### src/rtl/rabbit_keystream_serializer_pkg.sv
`default_nettype none
`timescale 1ns/1ps
// rabbit_pkg: shared Rabbit widths, serializer state encoding and keystream extraction.
// Revision 1.0
package rabbit_pkg;

  localparam int RABBIT_WORD_W = 32;
  localparam int RABBIT_BLK_W  = 128;

  typedef enum logic [0:0] {
    IDLE = 1'b0,
    SEND = 1'b1
  } rabbit_state_e;

  // s_j mixes one even state word with the halves of two odd words (zero-fill shifts)
  function automatic logic [RABBIT_BLK_W-1:0] rabbit_extract(input logic [255:0] x);
    logic [RABBIT_WORD_W-1:0] w [8];
    for (int i = 0; i < 8; i++) begin
      w[i] = x[i*RABBIT_WORD_W +: RABBIT_WORD_W];
    end
    rabbit_extract = {w[6] ^ (w[3] >> 16) ^ (w[1] << 16),
                      w[4] ^ (w[1] >> 16) ^ (w[7] << 16),
                      w[2] ^ (w[7] >> 16) ^ (w[5] << 16),
                      w[0] ^ (w[5] >> 16) ^ (w[3] << 16)};
  endfunction

endpackage
`default_nettype wire

### src/rtl/rabbit_keystream_serializer_if.sv
`default_nettype none
`timescale 1ns/1ps
// rabbit_keystream_serializer_if: state-in and keystream-out handshakes.
// Revision 1.0
interface rabbit_keystream_serializer_if #(parameter int OUT_W = 32);

  logic             st_valid;
  logic             st_ready;
  logic [255:0]     st_x;
  logic             ks_valid;
  logic             ks_ready;
  logic [OUT_W-1:0] ks_data;
  logic             ks_last;

  modport master (
    output st_valid, st_x, ks_ready,
    input  st_ready, ks_valid, ks_data, ks_last
  );

  modport slave (
    input  st_valid, st_x, ks_ready,
    output st_ready, ks_valid, ks_data, ks_last
  );

endinterface
`default_nettype wire

### src/rtl/rabbit_keystream_serializer_extract.sv
`default_nettype none
`timescale 1ns/1ps
// rabbit_extract_comb: pure combinational keystream extraction from the Rabbit inner state.
// Revision 1.0
module rabbit_extract_comb
  import rabbit_pkg::*;
(
  input  logic [255:0]              x,
  output logic [RABBIT_BLK_W-1:0]   s
);

  assign s = rabbit_extract(x);

endmodule
`default_nettype wire

### src/rtl/rabbit_keystream_serializer.sv
`default_nettype none
`timescale 1ns/1ps
// rabbit_keystream_serializer: buffers one extracted 128-bit block and streams it LSB-first
// as OUT_W-bit beats, with back-to-back reload, flush and a delivered-block counter. Rev 1.0
module rabbit_keystream_serializer
  import rabbit_pkg::*;
#(
  parameter int OUT_W = 32,
  parameter int CNT_W = 16
) (
  input  logic                         clk,
  input  logic                         rst,
  rabbit_keystream_serializer_if.slave bus,
  input  logic                         flush,
  output logic [CNT_W-1:0]             blk_count
);

  localparam int BEATS  = RABBIT_BLK_W / OUT_W;
  localparam int BIDX_W = (BEATS > 1) ? $clog2(BEATS) : 1;
  localparam int SLOTS  = 1 << BIDX_W;

  localparam logic [0:0] ST_IDLE = IDLE;
  localparam logic [0:0] ST_SEND = SEND;

  logic [0:0]              state;
  logic [BIDX_W-1:0]       beat;
  logic [RABBIT_BLK_W-1:0] blk_q;
  logic [RABBIT_BLK_W-1:0] ext_blk;
  logic [OUT_W-1:0]        slot [SLOTS];
  logic                    in_send;
  logic                    last_beat;
  logic                    fire;
  logic                    take;

  rabbit_extract_comb u_extract (
    .x (bus.st_x),
    .s (ext_blk)
  );

  // Beat-indexed view of the held block; unused slots exist only when BEATS == 1
  for (genvar i = 0; i < SLOTS; i++) begin : g_slot
    if (i < BEATS) begin : g_used
      assign slot[i] = blk_q[i*OUT_W +: OUT_W];
    end else begin : g_pad
      assign slot[i] = '0;
    end
  end

  assign in_send   = (state == ST_SEND);
  assign last_beat = in_send && (beat == BIDX_W'(BEATS - 1));
  assign fire      = in_send && bus.ks_ready;

  assign bus.ks_valid = in_send;
  assign bus.ks_last  = last_beat;
  assign bus.ks_data  = slot[beat];

  // A new state may land on the same edge the final beat leaves; flush blocks it
  assign bus.st_ready = !flush && (!in_send || (last_beat && bus.ks_ready));
  assign take         = bus.st_valid && bus.st_ready;

  always_ff @(posedge clk or posedge rst) begin
    if (rst) begin
      state     <= ST_IDLE;
      beat      <= '0;
      blk_q     <= '0;
      blk_count <= '0;
    end else if (flush) begin
      state <= ST_IDLE;
      beat  <= '0;
    end else begin
      if (take) begin
        blk_q <= ext_blk;
        beat  <= '0;
        state <= ST_SEND;
      end else if (fire && last_beat) begin
        state <= ST_IDLE;
      end else if (fire) begin
        beat <= beat + BIDX_W'(1);
      end

      if (fire && last_beat) begin
        blk_count <= blk_count + CNT_W'(1);
      end
    end
  end

endmodule
`default_nettype wire

### src/flat_wrapper.sv
// flat-port wrapper written by rule: the top's interface ports become plain ports
module rabbit_keystream_serializer_flat import rabbit_pkg::*;
#(
  parameter int OUT_W = 32,
  parameter int CNT_W = 16
)
  (clk, rst, flush, blk_count, bus_st_valid, bus_st_x, bus_ks_ready, bus_st_ready, bus_ks_valid, bus_ks_data, bus_ks_last);
  rabbit_keystream_serializer_if #(.OUT_W(OUT_W)) bus_i ();
  input  logic clk;
  input  logic rst;
  input  logic flush;
  output logic [CNT_W-1:0] blk_count;
  input wire logic [$bits(bus_i.st_valid)-1:0] bus_st_valid;
  input wire logic [$bits(bus_i.st_x)-1:0] bus_st_x;
  input wire logic [$bits(bus_i.ks_ready)-1:0] bus_ks_ready;
  output wire logic [$bits(bus_i.st_ready)-1:0] bus_st_ready;
  output wire logic [$bits(bus_i.ks_valid)-1:0] bus_ks_valid;
  output wire logic [$bits(bus_i.ks_data)-1:0] bus_ks_data;
  output wire logic [$bits(bus_i.ks_last)-1:0] bus_ks_last;
  assign bus_i.st_valid = bus_st_valid;
  assign bus_i.st_x = bus_st_x;
  assign bus_i.ks_ready = bus_ks_ready;
  assign bus_st_ready = bus_i.st_ready;
  assign bus_ks_valid = bus_i.ks_valid;
  assign bus_ks_data = bus_i.ks_data;
  assign bus_ks_last = bus_i.ks_last;
  rabbit_keystream_serializer #(.OUT_W(OUT_W), .CNT_W(CNT_W)) u_core (.clk(clk), .rst(rst), .bus(bus_i), .flush(flush), .blk_count(blk_count));
endmodule
### config.mk
export PLATFORM = sky130hd
export DESIGN_NAME = rabbit_keystream_serializer_flat
export DESIGN_NICKNAME = d
export VERILOG_FILES = /design/src/rtl/rabbit_keystream_serializer_pkg.sv /design/src/rtl/rabbit_keystream_serializer_if.sv /design/src/rtl/rabbit_keystream_serializer_extract.sv /design/src/rtl/rabbit_keystream_serializer.sv /design/src/flat_wrapper.sv
export SDC_FILE = /design/constraint.sdc
export NUM_CORES = 1
export LEC_CHECK = 0
export ABC_AREA = 1
export CORE_UTILIZATION = 35
export DETAILED_ROUTE_END_ITERATION = 7
export PLACE_DENSITY = 0.65
export RECOVER_POWER = 25
export SLEW_MARGIN = 0
export SYNTH_ARGS = -nofsm -noshare
export SYNTH_HDL_FRONTEND = slang
export SYNTH_HIERARCHICAL = 1
export SYNTH_SLANG_ARGS = --single-unit
### constraint.sdc
create_clock -name clk -period 6.7 [get_ports clk]
set_input_delay 1.34 -clock clk [delete_from_list [all_inputs] [get_ports clk]]
set_output_delay 1.34 -clock clk [all_outputs]
set_load 0.05 [all_outputs]
Word level (Yosys, flattened, before mapping)
Index checks and enable logic that the tools add are counted.
{"block": "totals", "reg_bits": 147, "input_bits": 261, "output_inout_bits": 51, "word_cells": 43}
{"block": "classes", "n_addsub": 2, "order_cmp": 1, "n_eq_ne": 2, "n_mux": 10, "bitwise": 10, "n_reduce_logical": 14}
{"cell": "bitwise XOR 32 x 16 -> 32 bit", "n": 4}
{"cell": "bitwise XOR 32 bit", "n": 4}
{"cell": "binary-select mux 32 bit (select 2 bit)", "n": 1}
{"cell": "2-to-1 mux 32 bit", "n": 2}
{"cell": "adder 16 x 1 -> 16 bit, second input constant", "n": 1}
{"cell": "2-to-1 mux 2 bit", "n": 4}
{"cell": "logical AND 1 bit", "n": 6}
{"cell": "AND reduction 2 bit", "n": 3}
{"cell": "nonzero test 3 bit", "n": 2}
{"cell": ">= comparator 3 bit, second input constant", "n": 1}
{"cell": "2-to-1 mux 1 bit", "n": 3}
{"cell": "inequality test 3 x 2 -> 1 bit, second input constant", "n": 1}
{"cell": "inverter 2 -> 3 bit", "n": 1}
{"cell": "adder 2 x 1 -> 2 bit, second input constant", "n": 1}
{"cell": "== test 2 bit, second input constant", "n": 1}
{"cell": "logical NOT 1 bit", "n": 2}
{"cell": "logical OR 1 bit", "n": 1}
{"cell": "inverter 1 bit", "n": 1}

Depth between registers and ports, before layout
{"block": "logic_depth", "ltp_word": 8, "depth_mapped": 8, "ltp_nobuf": 8}

Modules after synthesis
Netlist, hierarchy kept.
{"module": "rabbit_keystream_serializer", "n_inst": 1, "cells_each": 871, "area_per_inst_um2": 6855.3, "seq_area_each_um2": 3678.5}
{"module": "rabbit_extract_comb", "n_inst": 1, "cells_each": 640, "area_per_inst_um2": 2402.3, "seq_area_each_um2": 0.0}

Worst setup path after synthesis
OpenSTA, ideal clock, no wires.
{"block": "synth_timing", "path_kind": "input-to-output", "startpoint": "input bus_ks_ready", "endpoint": "output bus_st_ready", "arrival_time_ps": 2017, "required_ps": 5360, "setup_slack_ps": 3343, "stages": 3, "path_buffers": 1, "path_cell_list": "nand3_2 > a21oi_1 > buf_2"}
{"block": "synth_between", "elab_chain_cells": 3}
{"item": "from (decl)", "line": "flat_wrapper.sv:15", "text": "input wire logic [$bits(bus_i.ks_ready)-1:0] bus_ks_ready;"}
{"item": "logical AND 1 bit", "line": "rabbit_keystream_serializer.sv:58", "text": "assign bus.st_ready = !flush && (!in_send || (last_beat && bus.ks_ready));"}
{"item": "logical OR 1 bit", "line": "rabbit_keystream_serializer.sv:58"}
{"item": "logical AND 1 bit", "line": "rabbit_keystream_serializer.sv:58"}
{"item": "to (decl)", "line": "flat_wrapper.sv:16", "text": "output wire logic [$bits(bus_i.st_ready)-1:0] bus_st_ready;"}
No other way between the ends.

==> results.txt <==
The flow ran to the end, but the final reports show violations. The checks that failed: capacitance limit, slew limit. The last weighted congestion value of the routability-driven placer is 0.805. The number of I/O port buffers came out at 311. The post-CTS setup buffer count came out at 0. The post-route fraction of the period consumed by the critical path is 0.696. The area fraction of the dominant cell type after synthesis came out at 0.397. The average vias per placed instance is 4.61. Setup repair after global routing left no endpoint under its margin. In this run, post-CTS hold repair placed 0 buffers. The post-route minimum period came out at 4.67 ns. The smallest setup slack after layout is a little over 2 ns. The count of cells resized by post-cts repair is 0. In the final timing run, aggregate negative setup slack is 0 ns.

The post-detailed-placement half-perimeter wirelength came out at 21200 um. In this run the vertical extent of the chip is 165 um. Synthesis produced a netlist whose cell count is roughly 1500. The count of synthesis-stage warnings from yosys came out at 6. The largest net degree at the start of global routing came out at between 90 and 100. The count of routing violations after the opening detailed-route iteration came out at 497. The register cell area after layout is 3680 um2. Across the run, the number of max-cap violations was 1.

Compared with the post-synthesis result, the final layout area differs by 43.0%. The number of antenna violations at the first check in global routing came to 0. The min-delay analysis places its worst path in the category register to register. The H-tree level count came out at 4. For the pin with the worst max-slew slack, the measured transition is 4.10 ns. The worst-case reg-to-reg path depth came out at 8. The starting density of the core is 0.356. The share of synthesized flip-flops with an asynchronous set or reset came out at 1.00. The endpoint identified for the worst register-to-register timing path is u_core/beat[0]$_DFFE_PP0P_. The routed length per instance came out at 13.5 um. The first-pass GRT wire length came out at 44400 um.

The fraction of final layout cells with drive strength greater than 1 came out at 0.0250. The number of max-slew violations in the final report is 89. The highest ir drop seen on vdd came out at about 170 uV. The number of fill cells in the layout is 2696.

When the netlist entered floorplanning its net count stood at between 1500 and 2000. In the synthesized netlist the dominant register cell turns out to be dfrtp_1. The largest total area in the synthesized netlist belongs to dfrtp_1.

STA classifies the critical path startpoint as an input pin. The number of sinks handled by clock tree synthesis came out at 147. In this run the worst setup path begins at rst. The critical-path maximum fanout came out at 88. The count of flip-flops with a built-in enable after synthesis is 0. CTS placed an instance of clkbuf_16 at the clock tree root. The leakage component of the power is 0.00750 uW. Dividing total power by cell area gives a power density of 220 nW/um2. 312 I/O pins were placed. The sequential-to-total area share from yosys stat is 0.397.

The total clock buffers created by CTS is 17. The longest clock path from root to sink contains 2 buffers. The average cell area after synthesis is 6.13 um2. In the routed design, unresolved DRC markers number 0.

The kind of critical path is input pin to asynchronous set/reset pin. STA classifies the critical path endpoint as an asynchronous set/reset pin. The count of different cell masters after synthesis is 20.

OpenSTA, run right after detailed placement, puts the worst setup slack at 2.24 ns. The worst register-to-register path begins at u_core/beat[0]$_DFFE_PP0P_. The maximum clock rate is between 200 and 250 MHz. The hold violation count in the final report is 0. The routed wire length came out at 28700 um. The overall die area is 27100 um2. The first TritonRoute pass finished after 5 iterations. The number of global-route vias before repair is 9084. Counting instances in the post-synthesis netlist gives the leading cell types as nand2_1, inv_1, dfrtp_1. The site row count came out at 59. The source of the worst hold timing path is u_core/blk_q[52]$_DFFE_PP0P_. The final worst clock skew came out at 0.00644 ns. The worst endpoint required time came out at 7.16 ns. The count of nets after finishing came out at 2051. At the worst endpoint, the arrival time is 5.13 ns. The die width is roughly 160 um. The clock reaches the later pin of the worst-skew pair after 0.42 ns. The total core area is 26000 um2. The summed instance area of the synthesized netlist is 9260 um2. The via count came out at 9843. Counting flops and latches in the post-synthesis netlist gives approximately 150. The setup violation total in the final timing report is 0.

The normalized max-slew margin came out at -1.75. Summing all multi-input logic gate instances after layout gives about 4300 um2. After synthesis, the cell types taking the most area are dfrtp_1, nand2_1, inv_1, nand3_1, o21ai_0.

For this run the aggregate overflow at the end of global routing stands at 0. The TritonCTS clock tree is yes. The clock slew seen by the registers of the worst setup and hold paths is 0.06 ns.

In this run the worst setup path terminates at u_core/blk_q[119]$_DFFE_PP0P_. 0 antenna diodes ended up in the layout. The global routing usage summed across all routing layers is 0.212.

The register-to-register setup slack is 3.09 ns. The detail route stage leaves a number of antenna-violating nets equal to 0. The dominant cell by count in the synthesized netlist is nand2_1.
-- metrics by stage --
stage / area, um2 / utilization / cells / hold slack [ns] / total power [uW]
global placement: 12600 / 0.485 / 2104 / 0.448 / 1880
finish: 13200 / 0.510 / 2133 / 0.465 / 2920
detailed placement: 12600 / 0.485 / 2104 / 0.453 / 1900
CTS: 13200 / 0.510 / 2133 / 0.468 / 2950
global route: 13200 / 0.510 / 2133 / 0.480 / 3070
floorplan: 9260 / - / 1511 / 0.437 / 1530
-- critical path, stage by stage --
cell	delay [ns]
dlygate4sd3_1	0.55
clkinvlp_2	2.27
buf_4	0.91
-- kinds of logic (layout without fill, tap and decap cells) --
family / after synthesis / count (layout) / synth area share
flops: 147 / 147 / 0.397
compound gates: 100 / 100 / 0.0584
xor+xnor: 8 / 8 / 0.00757
fa+ha+maj: 2 / 2 / 0.00270
simple gates: 920 / 920 / 0.395
buf+inv: 334 / 621 / 0.139
-- routing by layer --
metal | vias up | part of all wire | wire [um] | track usage
met5 | - | 0 | 0 | 0
met3 | 39 | 0.071 | 2050 | 0.0565
met1 | 4429 | 0.40 | 11600 | 0.242
met2 | 275 | 0.50 | 14400 | 0.380
met4 | 0 | 0.023 | 653 | 0.0721
li1 | 5100 | - | - | -
-- state kept, by name, indices dropped and copies added (netlist names) --
signal               flops
u_core/beat              2
u_core/blk_count        16
u_core/bus.ks_valid      1
u_core/blk_q           128
-- layout by cell type (no fill, tap or decap), types with 2 or more instances in the layout --
master           count
a21oi_1              2
inv_1              271
clkbuf_16           17
nand4_1              7
o21ai_0             65
clkbuf_8             2
clkinvlp_4           3
bufinv_16            5
ha_1                 2
o22ai_1             32
buf_4                9
clkdlybuf4s50_1    309
xor2_1               3
dfrtp_1            146
xnor2_1              5
nand2_1            689
nor2_1              81
nand3_1            138
clkinv_2             2
-- cell type report --
type	count	area share
clock buffers	19	0.0342
clock inverters	10	0.0138
inverters	273	0.0775
multi-input cells	1030	0.326
flip-flops and latches	147	0.278
well taps	335	0.0317
repair buffers	319	0.239
-- worst min path at each step --
stage,end,cells past startpoint
4_1_cts,u_core/blk_q[56]$_DFFE_PP0P_,2
6_report,u_core/blk_q[52]$_DFFE_PP0P_,2
5_1_grt,u_core/blk_q[52]$_DFFE_PP0P_,2
3_3_place_gp,u_core/blk_q[34]$_DFFE_PP0P_,2
3_5_place_dp,u_core/blk_q[56]$_DFFE_PP0P_,2
2_1_floorplan,u_core/blk_q[32]$_DFFE_PP0P_,2
-- power breakdown --
group | internal, uW | total, uW | leakage, uW | switching [uW]
Combinational | 325 | 779 | 0.00532 | 453
Sequential | 1020 | 1100 | 0.00187 | 78.1
Clock | 673 | 1040 | 0.000303 | 368
No activity file was read; power rests on OpenSTA's default activity.
